==> src/rtl/mux4_pkg.sv <==
// rtl/mux4_pkg.sv - shared types and constants for the 4-to-1 mux serial driver
package mux4_pkg;

    // Sequencer states: IDLE waits for a word, SHIFT walks the mux select.
    typedef enum logic {
        IDLE  = 1'b0,
        SHIFT = 1'b1
    } state_t;

    // Mux select codes, one per data input.
    localparam logic [1:0] SEL_U = 2'b00;
    localparam logic [1:0] SEL_V = 2'b01;
    localparam logic [1:0] SEL_W = 2'b10;
    localparam logic [1:0] SEL_X = 2'b11;

    // Largest supported dwell per select value.
    localparam int DWELL_MAX = 16;

endpackage

==> src/rtl/dwell_timer.sv <==
// rtl/dwell_timer.sv - per-select dwell counter that saturates at DWELL-1
//
// Ports:
//   clk    in  : clock
//   resetn in  : asynchronous active-low reset
//   clear  in  : restart the count at zero (priority over hold)
//   hold   in  : freeze the count
//   done   out : count has reached DWELL-1
module dwell_timer
    import mux4_pkg::*;
#(
    parameter int DWELL = 1
) (
    input  logic clk,
    input  logic resetn,
    input  logic clear,
    input  logic hold,
    output logic done
);

    // Out-of-range parameters are pulled into 1..DWELL_MAX.
    localparam int DW = (DWELL < 1) ? 1 : ((DWELL > DWELL_MAX) ? DWELL_MAX : DWELL);
    localparam int CW = (DW > 1) ? $clog2(DW) : 1;
    localparam logic [CW-1:0] LAST = CW'(DW - 1);

    logic [CW-1:0] cnt;

    // Stopping at LAST is what keeps ser_valid asserted under backpressure.
    always_ff @(posedge clk or negedge resetn) begin
        if (!resetn) begin
            cnt <= '0;
        end else if (clear) begin
            cnt <= '0;
        end else if (!hold && !done) begin
            cnt <= cnt + CW'(1);
        end
    end

    assign done = (cnt == LAST);

endmodule

==> src/rtl/mux4_serial_driver.sv <==
// rtl/mux4_serial_driver.sv - drives a 4-to-1 mux and serialises its output LSB first
//
// Ports:
//   clk, resetn                  : clock, asynchronous active-low reset
//   in_valid, in_ready, in_data  : 4-bit word handshake (bit0->u .. bit3->x)
//   mux_s, mux_u..mux_x          : mux select and data inputs
//   mux_m                        : mux output fed back in
//   ser_valid, ser_ready,
//   ser_bit, ser_last            : serial output stream, last on select 11
//   err                          : sticky flag, mux output disagreed with the word
module mux4_serial_driver
    import mux4_pkg::*;
#(
    parameter int DWELL = 1
) (
    input  logic       clk,
    input  logic       resetn,
    input  logic       in_valid,
    output logic       in_ready,
    input  logic [3:0] in_data,
    output logic [1:0] mux_s,
    output logic       mux_u,
    output logic       mux_v,
    output logic       mux_w,
    output logic       mux_x,
    input  logic       mux_m,
    output logic       ser_valid,
    input  logic       ser_ready,
    output logic       ser_bit,
    output logic       ser_last,
    output logic       err
);

    state_t     state;
    state_t     state_nx;
    logic [3:0] word;
    logic [1:0] idx;
    logic       err_r;
    logic       done;
    logic       accept;
    logic       xfer;

    dwell_timer #(
        .DWELL(DWELL)
    ) u_dwell (
        .clk   (clk),
        .resetn(resetn),
        .clear (accept || xfer),
        .hold  (state == IDLE),
        .done  (done)
    );

    always_comb begin
        state_nx  = state;
        in_ready  = 1'b0;
        ser_valid = 1'b0;
        case (state)
            IDLE: begin
                in_ready = 1'b1;
                if (in_valid) begin
                    state_nx = SHIFT;
                end
            end
            SHIFT: begin
                ser_valid = done;
                if (done && ser_ready && (idx == SEL_X)) begin
                    state_nx = IDLE;
                end
            end
            default: state_nx = IDLE;
        endcase
    end

    assign accept   = in_valid && in_ready;
    assign xfer     = ser_valid && ser_ready;
    assign ser_bit  = ser_valid && mux_m;
    assign ser_last = ser_valid && (idx == SEL_X);

    always_ff @(posedge clk or negedge resetn) begin
        if (!resetn) begin
            state <= IDLE;
        end else begin
            state <= state_nx;
        end
    end

    // idx stops at SEL_X on the final bit instead of wrapping, so mux_s
    // keeps showing the last select while the block sits in IDLE.
    always_ff @(posedge clk or negedge resetn) begin
        if (!resetn) begin
            word  <= '0;
            idx   <= SEL_U;
            err_r <= 1'b0;
        end else if (accept) begin
            word <= in_data;
            idx  <= SEL_U;
        end else if (xfer) begin
            if (mux_m != word[idx]) begin
                err_r <= 1'b1;
            end
            if (idx != SEL_X) begin
                idx <= idx + 2'd1;
            end
        end
    end

    assign mux_s = idx;
    assign mux_u = word[0];
    assign mux_v = word[1];
    assign mux_w = word[2];
    assign mux_x = word[3];
    assign err   = err_r;

endmodule

==> config.mk <==
export PLATFORM = sky130hd
export DESIGN_NAME = mux4_serial_driver
export DESIGN_NICKNAME = d
export VERILOG_FILES = /design/src/rtl/mux4_pkg.sv /design/src/rtl/dwell_timer.sv /design/src/rtl/mux4_serial_driver.sv
export SDC_FILE = /design/constraint.sdc
export NUM_CORES = 1
export LEC_CHECK = 0
export CORE_AREA = 2 2 39 41
export DETAILED_ROUTE_END_ITERATION = 6
export DIE_AREA = 0 0 41 43
export HOLD_SLACK_MARGIN = 0.15
export PLACE_DENSITY_LB_ADDON = 0.25
export REMOVE_ABC_BUFFERS = 1
export SETUP_SLACK_MARGIN = 0.05
export SKIP_LAST_GASP = 1
export SYNTH_ARGS = -nofsm -noshare
export SYNTH_HDL_FRONTEND = slang
export SYNTH_SLANG_ARGS = --single-unit
==> constraint.sdc <==
create_clock -name clk -period 2.3 [get_ports clk]
set_input_delay 0.46 -clock clk [delete_from_list [all_inputs] [get_ports clk]]
set_output_delay 0.46 -clock clk [all_outputs]
set_load 0.01 [all_outputs]
* Word level (Yosys, flattened, before mapping)
Cells that the tools add are included.
** Cells by class
- Bitwise operators :: 3
- $add $sub $neg :: 2
- Mux-type cells :: 12
- Reduce and logical (&&, ||, !) cells :: 13
- Magnitude comparators :: 1
- Equal/unequal tests :: 3
** Operator list (count)
- logical AND 1 bit :: 7
- 2-to-1 mux 1 bit :: 7
- 2-to-1 mux 2 bit :: 3
- nonzero test 2 bit :: 3
- less-than comparator 2 x 3 -> 1 bit, second input constant :: 1
- NOT 1 bit :: 3
- AND reduction 3 bit :: 1
- adder 2 x 1 -> 2 bit, second input constant :: 1
- binary-select mux 1 bit (select 2 bit) :: 1
- == test 2 bit, second input constant :: 1
- inequality test 2 bit, second input constant :: 1
- case mux 1 bit (2 select lines) :: 1
- AND reduction 2 bit :: 1
- adder 1 bit, second input constant :: 1
- logical OR 1 bit :: 1
- inequality test 1 bit :: 1
** Word-level totals
- Output and inout port bits :: 11
- Flip-flop bits (word level) :: 9
- Logic and storage cells :: 39

* Depth between registers and ports, before layout
- Depth after elaboration :: 5
- Depth in mapped cells :: 4

* Hierarchy
Synthesis repeated with hierarchy kept, for this count alone.
** Second synthesis, totals
- Cells, all modules :: 33
- Area total of the unflattened synthesis :: 420.4 sq um
** By module, submodules not included
- mux4_serial_driver :: times used 1, seq. area each 200.2 sq um, cells an instance 30, area each 382.9 sq um
- dwell_timer :: times used 1, seq. area each 25.0 sq um, cells an instance 3, area each 37.5 sq um

* Least setup slack after synthesis
OpenSTA, ideal clock, no wires.
- Kind :: register to register
- From :: register idx[0], in the netlist mux_s[0]
- To :: register err_r, in the netlist err
- Stages on the path, launching flop included :: 4
- Data arrival time :: 1310 ps
- Slack :: 870 ps
- Setup time :: 120 ps
- Period minus slack after synthesis :: 1430 ps
- Data required time :: 2180 ps
- Path through :: dfrtp_1 mux4_2 xor2_1 a31o_1
** Between the ends
- Cells in the longest elaborated chain, start to end :: 4
** Ends and longest elaborated chain
- start: declaration :: RTL line mux4_serial_driver.sv:37 : logic [1:0] idx;
- start signal: assignment :: RTL line mux4_serial_driver.sv:102 : idx <= idx + 2'd1;
- binary-select mux 1 bit (select 2 bit) :: RTL line mux4_serial_driver.sv:98 : if (mux_m != word[idx]) begin
- 2-to-1 mux 1 bit (not written as such) :: RTL line mux4_serial_driver.sv:98
- inequality test 1 bit :: RTL line mux4_serial_driver.sv:98
- AND reduction 3 bit (no line)
- end signal: assignment :: RTL line mux4_serial_driver.sv:93 : err_r <= 1'b0;
- end signal: assignment :: RTL line mux4_serial_driver.sv:99 : err_r <= 1'b1;
- end: declaration :: RTL line mux4_serial_driver.sv:38 : logic err_r;
Every way passes these cells. The select of a mux whose other input is x is not followed.
A chain may end at the register's enable or synchronous reset.

* Final worst setup path
- From :: input mux_m
- To :: output ser_bit
** Between the ends
- Cells in the longest elaborated chain, start to end :: 1
** Ends and longest elaborated chain
- start: declaration :: RTL line mux4_serial_driver.sv:26 : input logic mux_m,
- logical AND 1 bit :: RTL line mux4_serial_driver.sv:76 : assign ser_bit = ser_valid && mux_m;
- end: declaration :: RTL line mux4_serial_driver.sv:29 : output logic ser_bit,
Every way passes these cells.

==> results <==
## critical path: stages
cell	delay [ns]
clkdlybuf4s50_1	0.49
and2_1	0.12
clkdlybuf4s50_1	0.52
## cells in the mapped netlist (all sizes together)
| cell type | instances | share of area |
|---|---|---|
| a31o | 1 | 0.021 |
| inv | 1 | 0.0091 |
| xor2 | 1 | 0.021 |
| clkbuf | 1 | 0.0091 |
| dfrtp | 9 | 0.55 |
| and4bb | 1 | 0.030 |
| xnor2 | 1 | 0.021 |
| mux2 | 4 | 0.11 |
| nor2 | 4 | 0.043 |
| ha | 1 | 0.030 |
| and2 | 2 | 0.030 |
| mux2i | 1 | 0.024 |
| nor2b | 1 | 0.015 |
| mux4 | 1 | 0.055 |
| a31oi | 1 | 0.015 |
| nor3b | 1 | 0.018 |
## cells in the final DEF (no fill, tap or decap), types with 2 or more instances in the layout
cell,n
nor2_1,3
mux2_1,4
and2_1,2
dfrtp_1,9
clkdlybuf4s50_1,19
clkbuf_4,3
## path summary, 6_finish.rpt
kind | from | end | slack [ns] | depth (start not counted)
max | mux_m | ser_bit | 0.24 | 3
max in group asynchronous | resetn | state | 1.51 | 1
max reg2reg | mux_s[0] | err | 0.87 | 3
min reg2reg | err | err | 0.46 | 1
min in group asynchronous | resetn | word[3] | 0.50 | 1
min | err | err | 0.46 | 1
## sequential cells by signal, summed over array words and instances, names as in the netlist
name and flops:
u_dwell.cnt 1, state 1, word 4, mux_s 2
err 1
## metal layers
metal / vias up / part of all wire / global-route usage
met5: - / 0 / 0
met4: 0 / 0.010 / 0.08000
met3: 2 / 0.092 / 0.05236
met2: 13 / 0.43 / 0.1313
met1: 143 / 0.47 / 0.1622
li1: 158 / - / -
## metrics by stage
stage | instance area [um^2] | worst slack (ns) | utilization | cells | hold WS [ns]
after floorplan | 407.9 | 0.8699 | - | 30 | 0.1644
after global placement | 625.6 | 0.2548 | 0.4521 | 66 | 0.4518
after detailed placement | 625.6 | 0.2325 | 0.4521 | 66 | 0.4567
after CTS | 651.9 | 0.2270 | 0.4711 | 70 | 0.4706
after global routing | 651.9 | 0.1644 | 0.4711 | 70 | 0.4803
final | 651.9 | 0.2399 | 0.4711 | 70 | 0.4650
## cell type report
type / instances / area [um^2] / share of cell area
flip-flops and latches: 9 / 225.2 / 0.3455
repair buffers: 20 / 197.7 / 0.3033
multi-input cells: 20 / 178.9 / 0.2745
clock buffers: 4 / 26.28 / 0.04031
well taps: 16 / 20.02 / 0.03071
inverters: 1 / 3.754 / 0.005758
## power groups by stage
| stage | logic, mW | clock network [mW] | registers (mW) |
|---|---|---|---|
| finish | 0.403 | 0.119 | 0.278 |
| global route | 0.440 | 0.136 | 0.288 |
| CTS | 0.411 | 0.126 | 0.279 |
| detailed placement | 0.409 | 0 | 0.282 |
| global placement | 0.405 | 0 | 0.283 |
| floorplan | 0.178 | 0 | 0.298 |
## cells by family (layout without fill, tap and decap cells)
group	after synthesis	count (layout)	synth area share
buffers and inverters	2	25	0.01822
flip-flops	9	9	0.5471
AND/OR/NAND/NOR	9	9	0.1368
adder cells (fa/ha/maj)	1	1	0.03039
XOR/XNOR	2	2	0.04256
multiplexers	6	6	0.1884
AO/OA/AOI/OAI	2	2	0.03649
==> out/results.ini <==
[outcome]
status = finished clean

[finish]
drive_gt1_frac = 0.1296
fillerInstances = 153
insertedDiodeCount = 0
area_growth_pct = 58.36
layout.nets = 65

[sta]
finalSetupTns_ns = 0
finalSetupViolCount = 0
grt_setup_unrepaired = false
relSlewSlack = 0.7230
skew_ns = 0.001791
fmax_mhz = 485.4
period_share = 0.8957
hold_viol_final = 0
worst_pin_slew_ns = 0.4142
maxSlewViolCount = 0
min_period_ns = 2.060

[placed_design]
portBuffers = 19
hpwl_um = 609.6
gp_congestion = 0.6044

[die]
die_width_um = 41
dieArea_um2 = 1763
coreArea_um2 = 1384
start_util = 0.2975
die_y_um = 43
ios = 20
rows = 14

[detailed_routing]
dr_total_vias = 316
route.detailed.drc = 0
drt-pass1-iter-count = 4
wl_per_cell_um = 11.29
wl_um = 790
viasPerCell = 4.514
drtIter0Drc = 1
antenna_left = 0

[power]
pwr-share-comb = 0.504
power_switching_mw = 0.2591
p_seq_frac = 0.347
p_leak_nw = 0.2717
p_clk_frac = 0.148
cellInternalPower_mw = 0.5404
p_per_area_nw_per_um2 = 1226
sw_frac_of_total = 0.3241
irDropWorstVdd_uv = 494.9
p_total_mw = 0.7995

[clock_tree]
cts_resized = 0
h-tree-depth = 1
cts_sinks = 9
clkTransAtPathRegs_ns = 0.06
tritoncts = built
postCtsHoldBufs = 0
cts_root_buf = clkbuf_4
cts_buffers = 3
postCtsSetupBuffers = 0
clockBufferDepth = 2
worstSkewPairLatency_ns = 0.25

[grt]
globalRouteOverflowTotal = 0
antenna_found_initial = 0
grt_pass1_vias = 310
grt_util_all_layers = 0.1142
grt_pass1_wl_um = 1297
grt_max_degree = 10

[synth]
ys_ff_latch = 9
netlist-cell-type-count = 17
seq_area_frac_synth = 0.5471
yosys_warnings = 0
syn_area_um2 = 411.6
synthCells = 31
avgSynthCellArea_um2 = 13.28

[critical_path]
crit_required_ns = 1.84
path_max_fanout = 2
crit_type = in -> out
cp.arrival_ns = 1.60
end_kind = output pin
cp-start-kind = primary input

[worst_hold_path]
min_path_type = reg -> reg

[run]
max_cap_viol_count = 0

No activity file was read; power rests on OpenSTA's default activity.
